$ cat config.mk
export PLATFORM = sky130hd
export DESIGN_NAME = des_key_sched_ctrl
export DESIGN_NICKNAME = d
export VERILOG_FILES = /design/src/rtl/des_pkg.sv /design/src/rtl/des_pc2.sv /design/src/rtl/des_key_sched_ctrl.sv
export SDC_FILE = /design/constraint.sdc
export NUM_CORES = 1
export LEC_CHECK = 0
export ABC_AREA = 1
export BUFFER_PORTS_ARGS = -buffer_cell sky130_fd_sc_hd__buf_4
export CAP_MARGIN = 20
export CORE_MARGIN = 4
export CORE_UTILIZATION = 45
export CTS_CLUSTER_DIAMETER = 40
export CTS_CLUSTER_SIZE = 20
export DETAILED_ROUTE_END_ITERATION = 16
export GPL_ROUTABILITY_DRIVEN = 0
export MAX_ROUTING_LAYER = met4
export PLACE_DENSITY = 0.67
export SYNTH_ARGS = -nofsm -noshare
export SYNTH_HDL_FRONTEND = slang
export SYNTH_SLANG_ARGS = --single-unit
$ cat constraint.sdc
create_clock -name clk -period 1.7 [get_ports clk]
set_input_delay 0.34 -clock clk [delete_from_list [all_inputs] [get_ports clk]]
set_output_delay 0.34 -clock clk [all_outputs]
set_load 0.01 [all_outputs]
$ cat src/rtl/des_pkg.sv
// Shared DES key-schedule tables, FSM state encoding and bit-level helpers.
// Bit numbering follows FIPS 46: bit 1 is the MSB of each vector.
package des_pkg;

    typedef enum logic [1:0] {
        StIdle  = 2'd0,
        StIssue = 2'd1,
        StDone  = 2'd2
    } state_e;

    localparam int unsigned NumSubkeys = 16;

    localparam logic [5:0] PC1_TBL [56] = '{
        57, 49, 41, 33, 25, 17,  9,
         1, 58, 50, 42, 34, 26, 18,
        10,  2, 59, 51, 43, 35, 27,
        19, 11,  3, 60, 52, 44, 36,
        63, 55, 47, 39, 31, 23, 15,
         7, 62, 54, 46, 38, 30, 22,
        14,  6, 61, 53, 45, 37, 29,
        21, 13,  5, 28, 20, 12,  4
    };

    localparam logic [5:0] PC2_TBL [48] = '{
        14, 17, 11, 24,  1,  5,
         3, 28, 15,  6, 21, 10,
        23, 19, 12,  4, 26,  8,
        16,  7, 27, 20, 13,  2,
        41, 52, 31, 37, 47, 55,
        30, 40, 51, 45, 33, 48,
        44, 49, 39, 56, 34, 53,
        46, 42, 50, 36, 29, 32
    };

    localparam logic [1:0] SHIFT_TBL [16] = '{
        1, 1, 2, 2, 2, 2, 2, 2, 1, 2, 2, 2, 2, 2, 2, 1
    };

    // Selects the 56 non-parity key bits into C (upper 28) and D (lower 28).
    function automatic logic [55:0] pc1(input logic [63:0] key);
        logic [55:0] cd;
        cd = '0;
        for (int i = 0; i < 56; i++) begin
            cd[55-i] = key[6'(64 - PC1_TBL[i])];
        end
        return cd;
    endfunction

    function automatic logic [27:0] rotl28(input logic [27:0] x, input logic [1:0] n);
        return (n == 2'd2) ? {x[25:0], x[27:26]} : {x[26:0], x[27]};
    endfunction

    function automatic logic [27:0] rotr28(input logic [27:0] x, input logic [1:0] n);
        return (n == 2'd2) ? {x[1:0], x[27:2]} : {x[0], x[27:1]};
    endfunction

endpackage

$ cat src/rtl/des_pc2.sv
// DES permuted choice 2: compresses the 56-bit C/D pair into a 48-bit subkey.
module des_pc2
    import des_pkg::*;
(
    input  logic [55:0] cd,
    output logic [47:0] subkey
);

    always_comb begin
        subkey = '0;
        for (int i = 0; i < 48; i++) begin
            subkey[47-i] = cd[6'd56 - PC2_TBL[i]];
        end
    end

endmodule

$ cat src/rtl/des_key_sched_ctrl.sv
// DES key-schedule sequencer: loads PC-1(key) on start and streams 16 round
// subkeys in encrypt or decrypt order over a valid/ready handshake.
module des_key_sched_ctrl
    import des_pkg::*;
#(
    parameter int unsigned ROUNDS = 16
) (
    input  logic        clk,
    input  logic        rst,
    input  logic        start,
    input  logic        decrypt,
    input  logic [63:0] key,
    output logic        ready,
    output logic        sk_valid,
    input  logic        sk_ready,
    output logic [47:0] sk_data,
    output logic [3:0]  sk_round,
    output logic        sk_last,
    output logic        done
);

    localparam logic [3:0] LastCnt = 4'(ROUNDS - 1);

    state_e      state_q, state_d;
    logic [27:0] c_q, c_d, d_q, d_d;
    logic [3:0]  cnt_q, cnt_d;
    logic        dec_q, dec_d;

    logic        accept;
    logic        handshake;
    logic        last;
    logic [55:0] cd_pc1;
    logic [27:0] c_load, d_load;
    logic [47:0] pc2_out;

    assign accept    = (state_q == StIdle) && start;
    assign handshake = (state_q == StIssue) && sk_ready;
    assign last      = (cnt_q == LastCnt);
    assign cd_pc1    = pc1(key);

    // Encrypt folds the first shift into the load so the registers always hold
    // the C/D of the subkey being presented; decrypt starts at C16 == C0.
    assign c_load = decrypt ? cd_pc1[55:28] : rotl28(cd_pc1[55:28], SHIFT_TBL[0]);
    assign d_load = decrypt ? cd_pc1[27:0]  : rotl28(cd_pc1[27:0],  SHIFT_TBL[0]);

    des_pc2 u_pc2 (
        .cd     ({c_q, d_q}),
        .subkey (pc2_out)
    );

    always_ff @(posedge clk) begin
        if (rst) begin
            state_q <= StIdle;
        end else begin
            state_q <= state_d;
        end
    end

    always_comb begin
        state_d = state_q;
        unique case (state_q)
            StIdle:  if (start) state_d = StIssue;
            StIssue: if (sk_ready && last) state_d = StDone;
            StDone:  state_d = StIdle;
            default: state_d = StIdle;
        endcase
    end

    always_comb begin
        ready    = 1'b0;
        sk_valid = 1'b0;
        sk_last  = 1'b0;
        sk_round = '0;
        sk_data  = '0;
        done     = 1'b0;
        unique case (state_q)
            StIdle:  ready = 1'b1;
            StIssue: begin
                sk_valid = 1'b1;
                sk_last  = last;
                sk_round = dec_q ? (LastCnt - cnt_q) : cnt_q;
                sk_data  = pc2_out;
            end
            StDone:  done = 1'b1;
            default: ;
        endcase
    end

    // The final handshake leaves C/D and the counter alone so nothing wraps.
    always_comb begin
        c_d   = c_q;
        d_d   = d_q;
        cnt_d = cnt_q;
        dec_d = dec_q;
        if (accept) begin
            c_d   = c_load;
            d_d   = d_load;
            cnt_d = '0;
            dec_d = decrypt;
        end else if (handshake && !last) begin
            cnt_d = cnt_q + 4'd1;
            if (dec_q) begin
                c_d = rotr28(c_q, SHIFT_TBL[LastCnt - cnt_q]);
                d_d = rotr28(d_q, SHIFT_TBL[LastCnt - cnt_q]);
            end else begin
                c_d = rotl28(c_q, SHIFT_TBL[cnt_q + 4'd1]);
                d_d = rotl28(d_q, SHIFT_TBL[cnt_q + 4'd1]);
            end
        end
    end

    always_ff @(posedge clk) begin
        if (rst) begin
            c_q   <= '0;
            d_q   <= '0;
            cnt_q <= '0;
            dec_q <= 1'b0;
        end else begin
            c_q   <= c_d;
            d_q   <= d_d;
            cnt_q <= cnt_d;
            dec_q <= dec_d;
        end
    end

endmodule

==> metrics, run 1 <==
outcome complete, but fails checks; failing checks negative setup slack; biggest area consumer among synthesized cells nand2_1; Crit Path Max Fanout 6; crit path kind reg -> reg; WP data required 1.93 ns; hold depth 2; total core area 13400 um^2; Lkg Pwr 4.02 nW; number of diodes 0; post-synthesis mux area share 0%; switching share of total power 38.3%; hold crit path type in -> reg; Post-synth ARST share 0%; most used cell, CP nand2_1; largest family of logic cells by synthesized area simple AND/OR/NAND/NOR gates; initial antenna violation count 0; Post-DP HPWL between 10000 and 15000 um; Synth top area share a little over a fifth; syn_nets approximately 1300; H-Tree Depth 3; Worst setup SP type register; die area 15800 um^2; Routed Wire Length 22600 um; clk sinks 63; DRC violations left 0; register area 1270 um^2; multi-input logic area 4600 um^2; share of cells above drive strength 1 between 20% and 30%; crit-path cells buf_6 -> buf_6 -> ha_4 -> nand2_1 -> nand2_2 -> nor2_4 -> nand2_4 -> nand2_8 -> bufbuf_16 -> nand2_1 -> nand3_2 -> nand2_1 -> nand2_1 -> a21oi_1; Post-DRT Antenna Nets 0; fill count roughly 1300; root buffer cell clkbuf_16; sequential power share between 20% and 30%; top post-synthesis cells by area nand2_1 (21%), dfxtp_1 (20%), nand3_1 (18%); largest net degree at the start of global routing 95; clock slew at reported path FFs around 0.050 ns; port bufs 116; final worst path period share 114%; most frequent cell after synthesis nand2_1; Yosys reg bits 63; number of synthesized flops with an enable pin 0; Initial Utilization a little under half; initial DRC count around 900; GRT Total Usage roughly a quarter; Synth top cells by count nand2_1 (356), nand3_1 (229), nor2_1 (166); pwr/cell area about 700 nW/um^2; Logic pwr share 43.7%; post-place setup slack -0.126 ns; setup ws final -0.235 ns; first drt pass iteration count 5; final setup fails 57; Final min period approximately 1.9 ns; CP endpoint kind register; Final Hold Fails 0; Mapped Avg Cell Area 5.25 um^2; unrepaired setup endpoints after global routing yes; Slew @ Worst Pin roughly 0.42 ns; Clock Tree Buf Depth 2; simple-gate share of the synthesized area 50.5%; first-pass GRT wire length ~35000 um; Clock Power Share around 28%; DR vias between 8000 and 9000; synth-to-layout area growth 40.8%; compound-cell area share of the yosys netlist 15.4%; TritonCTS clock tree done; MaxCap Viol Count 0; worst reg2reg path depth 14; Pint 0.00380 W; crit-path max cell delay 0.36 ns; cells after synthesis 1187; synth warn 0; setup TNS -10.54 ns; vias in the first global route about 7200; DR WL/cell about 15 um; Avg Vias per Cell approximately 5.5; Max Freq just over 0.5 GHz; Main synth FF type dfxtp_1; Netlist cell types 23; crit path DAT around 2.2 ns; Worst slew margin slightly above 70%; worst skew pair latency ~0.34 ns; Synth Area in Adders approximately 1.2%; Pins Over Slew Limit 0; post-synthesis xor/xnor area fraction 0%; Die H about 130 um; Switch Pwr 0.00236 W; Crit-path slowest cell dfxtp_4; IO Count ~130; Max IR drop VDD 508 uV; nets around 1400; GRT Residual Overflow 0; Die X approximately 130 um; cell row count 42; Setup Skew about 0.0096 ns; mapped cell area between 6000 and 7000 um^2; Seq/Total Area, Yosys between 20% and 30%; Design Power between 0.006 and 0.007 W; CTS Buf Count 9
-- sequential cells by signal, summed over array words and instances (netlist names) --
register	count
c_q	28
d_q	28
cnt_q	4
state_q	2
dec_q	1
-- path summary, 6_finish.rpt --
path,start,endpoint,slack [ns]
worst max register to register,cnt_q[1]$_SDFFE_PP0P_,c_q[23]$_SDFFE_PP0P_,-0.24
worst min-delay path,rst,state_q[0]$_SDFFE_PP0P_,0.17
worst min register to register,c_q[14]$_SDFFE_PP0P_,c_q[14]$_SDFFE_PP0P_,0.55
worst max-delay path,cnt_q[1]$_SDFFE_PP0P_,c_q[23]$_SDFFE_PP0P_,-0.24
-- metal layers --
metal	global-route usage (%)	up-vias	share of wire, %
li1	-	4043	-
met1	35.4	3693	42
met2	42.1	346	48
met3	5.25	36	7.9
met4	6.57	0	2.0
met5	-	-	0
-- logic make-up after synthesis --
group | after synthesis
flops | 63
fa+ha+maj | 6
compound gates | 187
simple gates | 757
buf+inv | 174
-- critical path: cells and delay by family (launching register included) --
kind,cells,cell delay (ns)
AO/OA/AOI/OAI,1,0.05
adder cells (fa/ha/maj),1,0.14
buffers and inverters,3,0.51
flip-flops,1,0.36
AND/OR/NAND/NOR,9,0.74
-- what timing repair did --
action                                  in CTS  in global routing
hold buffers                                 0                  0
pin swaps                                   18                 36
gates resized for setup                     68                 85
endpoints found under the setup margin      94                 84
cloned                                       6                 10
buffers inserted                            10                  6
-- power groups by stage --
| stage | logic (W) | clock network (W) | registers (W) |
|---|---|---|---|
| after detailed placement | 0.00225 | 0 | 0.00179 |
| after global routing | 0.00300 | 0.00177 | 0.00179 |
| after CTS | 0.00245 | 0.00171 | 0.00176 |
| final | 0.00270 | 0.00169 | 0.00177 |
| after floorplan | 0.00159 | 0 | 0.00176 |
| after global placement | 0.00223 | 0 | 0.00179 |
-- final cells by class --
| class | instances | share of cell area (%) |
|---|---|---|
| clock inverter | 1 | 0.0570 |
| inverter | 71 | 3.28 |
| timing repair buffer | 197 | 24.3 |
| tap | 176 | 2.51 |
| clock buffer | 14 | 2.90 |
| multi-input combinational | 950 | 52.5 |
| sequential | 63 | 14.5 |
-- placed cells by master (no fill, tap or decap), types with 3 or more instances in the layout --
cell and n:
a21oi_1 89, a21oi_2 33, buf_12 21, buf_16 7
buf_4 141, buf_6 16, buf_8 3, clkbuf_1 4
clkbuf_16 17, dfxtp_1 58, dfxtp_2 3, ha_4 5
inv_1 61, inv_2 4, nand2_1 333, nand2_2 17
nand2_4 6, nand3_1 217, nand3_2 11, nor2_1 153
nor2_2 10, nor2_4 4, o21ai_0 58, o21ai_1 4
-- through the flow --
| stage | instance area, um^2 | util [%] | hold WS, ns | std cells |
|---|---|---|---|---|
| final | 8770 | 65.5 | 0.173 | 1472 |
| after global routing | 8770 | 65.5 | 0.178 | 1472 |
| after CTS | 8210 | 61.3 | 0.178 | 1456 |
| after detailed placement | 7440 | 55.5 | 0.500 | 1426 |
| after global placement | 7440 | 55.5 | 0.492 | 1426 |
| after floorplan | 6240 | - | 0.409 | 1187 |
Power figures use the tool's default switching activity.
==> run 2, diff against run 1 <==
CELL_PAD_IN_SITES_DETAIL_PLACEMENT = 1   (was default)
CELL_PAD_IN_SITES_GLOBAL_PLACEMENT = 1   (was default)
CORE_UTILIZATION = 34   (was 45)
PLACE_DENSITY = 0.76   (was 0.67)
==> run 2 against run 1 <==
Compared with the run above: sequential share of layout area shrank 0.27 points; largest power group unchanged; cell area rose by 2.2%; clock skew is 0.0020 ns lower; the run still ends with negative setup slack left; maximum frequency shrank 5.7%; largest cell class unchanged; final cell count grew 3.7%.
==> metrics, run 2 (synthesized netlist as in run 1, its figures left out) <==
Placed Cells 1474 (was 1426); Setup Skew 0.00756 ns (was 0.00956 ns); H-Tree Depth 3 (unchanged); crit path DAT 2.29 ns (was 2.16 ns); CTS Buf Count 9 (unchanged); die area 20600 um^2 (was 15800 um^2); crit path kind reg -> reg (unchanged); first-pass GRT wire length 41700 um (was 35200 um); worst skew pair latency 0.35 ns (was 0.34 ns); nets 1367 (unchanged); Logic pwr share 42.0% (was 43.7%); cell row count 49 (was 42); commonest non-fill, non-tap cell in the layout nand2_1 (unchanged); first drt pass iteration count 5 (unchanged); DR WL/cell 19.9 um (was 15.4 um); largest net degree at the start of global routing 58 (was 95); Post-DRT Antenna Nets 0 (unchanged); Clock Power Share 32.2% (was 27.5%); unrepaired setup endpoints after global routing yes (unchanged); root buffer cell clkbuf_16 (unchanged); Initial Utilization 34.6% (was 46.5%); port bufs 116 (unchanged); Die H 143 um (was 126 um); Worst setup SP type register (unchanged); GRT Residual Overflow 0 (unchanged); number of diodes 0 (unchanged); Lkg Pwr 4.09 nW (was 4.02 nW); pwr/cell area 775 nW/um^2 (was 703 nW/um^2); final setup fails 59 (was 57); TritonCTS clock tree done (unchanged); Worst slew margin 79.0% (was 71.9%); GRT Total Usage 25.2% (was 26.7%); WP data required 1.94 ns (was 1.93 ns); Final min period 2.05 ns (was 1.94 ns); Pint 0.00425 W (was 0.00380 W); DR vias 8659 (was 8118); Routed Wire Length 30300 um (was 22600 um); synth-to-layout area growth 43.9% (was 40.8%); Switch Pwr 0.00271 W (was 0.00236 W); Avg Vias per Cell 5.67 (was 5.51); Die X 143 um (was 126 um); most frequent cells in the layout nand2_1 (325), nand3_1 (214), nor2_1 (150) (was nand2_1 (333), nand3_1 (217), nor2_1 (153)); initial antenna violation count 0 (unchanged); Crit Path Max Fanout 7 (was 6); met1 usage in global routing 31.9% (was 35.4%); outcome complete, but fails checks (unchanged); Max Freq 0.487 GHz (was 0.517 GHz); failing checks negative setup slack (unchanged); MaxCap Viol Count 0 (unchanged); DRC violations left 0 (unchanged); multi-input logic area 4660 um^2 (was 4600 um^2); Min Hold Slack 0.203 ns (was 0.173 ns); Slew @ Worst Pin 0.315 ns (was 0.421 ns); IO Count 125 (unchanged); Post-DP HPWL 15900 um (was 12800 um); Pins Over Slew Limit 0 (unchanged); total core area 18000 um^2 (was 13400 um^2); grt met2 use 42.2% (was 42.1%); Clock Tree Buf Depth 2 (unchanged); vias in the first global route 8273 (was 7158); share of cells above drive strength 1 25.9% (was 24.3%); CTS Hold Bufs 0 (unchanged); Post-Layout Cell Count 1526 (was 1472); final worst path period share 121% (was 114%); hold crit path type in -> reg (unchanged); sequential power share 25.8% (was 28.8%); met3 Track Usage GR 3.89% (was 5.25%); fill count 2464 (was 1280); Final Hold Fails 0 (unchanged); flop-to-flop setup slack -0.35 ns (was -0.24 ns); clock slew at reported path FFs 0.06 ns (was 0.05 ns); CP endpoint kind register (unchanged); register area 1280 um^2 (was 1270 um^2); clk sinks 63 (unchanged); initial DRC count 696 (was 921); setup ws final -0.352 ns (was -0.235 ns); Max IR drop VDD 542 uV (was 508 uV); busiest grt layer met2 (unchanged); Largest regs c_q: 28 flops, d_q: 28 flops, cnt_q: 4 flops (unchanged); switching share of total power 38.9% (was 38.3%)
run 2: cell types whose count changed in the layout (fill, tap and decap cells not counted), sizes merged:
cell | previous run | this run
clkinv | 3 | 1
buf | 188 | 186
clkbuf | 22 | 25
bufinv | 0 | 2
inv | 69 | 70
bufbuf | 1 | 0
run 2: per-layer routing:
| layer | up-vias | wire [um] |
|---|---|---|
| met3 | 96 | 2250 |
| li1 | 4053 | - |
| met2 | 372 | 14300 |
| met1 | 4138 | 12600 |
| met5 | - | 0 |
| met4 | 0 | 1190 |
run 2: final cells by class:
class	count	share of cell area [%]
inverters	71	3.21
clock inverters	2	0.670
repair buffers	197	23.6
well taps	229	3.19
flip-flops and latches	63	14.2
clock buffers	14	3.17
multi-input cells	950	51.9
run 2: stage by stage:
stage	utilization [%]	setup WS, ns	power (W)	setup TNS (ns)	area, um^2
after global placement	41.4	-0.0897	0.00405	-3.67	7460
after floorplan	-	-0.0218	0.00335	-0.398	6240
after global routing	49.8	-0.444	0.00732	-18.93	8970
final	49.8	-0.352	0.00695	-12.51	8970
after detailed placement	41.4	-0.225	0.00412	-8.54	7460
after CTS	45.6	-0.172	0.00650	-8.94	8220
run 2: critical path: stages (launching register included):
cell and delay (ns):
dfxtp_4 0.41, ha_4 0.20, inv_4 0.07, nand3_2 0.08
nand3_4 0.18, buf_6 0.21, clkbuf_16 0.16, a21oi_1 0.19
nor2_1 0.10, nor2_1 0.11, nand2_1 0.08, nand2_1 0.08
a21oi_1 0.07
run 2: final timing paths:
kind	from	end	cells past startpoint
max	cnt_q[0]$_SDFFE_PP0P_	d_q[0]$_SDFFE_PP0P_	12
min	rst	state_q[0]$_SDFFE_PP0P_	2
max reg2reg	cnt_q[0]$_SDFFE_PP0P_	d_q[0]$_SDFFE_PP0P_	12
min reg2reg	cnt_q[3]$_SDFFE_PP0P_	cnt_q[3]$_SDFFE_PP0P_	2
run 2: repair_timing:
| item | in CTS | in global routing |
|---|---|---|
| buffers inserted | 10 | 9 |
| gates cloned | 6 | 16 |
| resized for setup | 47 | 132 |
| pin swaps | 7 | 58 |
| endpoints found under the setup margin | 89 | 109 |
run 2: power groups by stage:
stage | clock network (W) | logic (W) | registers [W]
after detailed placement | 0 | 0.00232 | 0.00180
final | 0.00224 | 0.00292 | 0.00179
after floorplan | 0 | 0.00159 | 0.00176
after global placement | 0 | 0.00226 | 0.00179
after CTS | 0.00223 | 0.00250 | 0.00177
after global routing | 0.00231 | 0.00319 | 0.00181
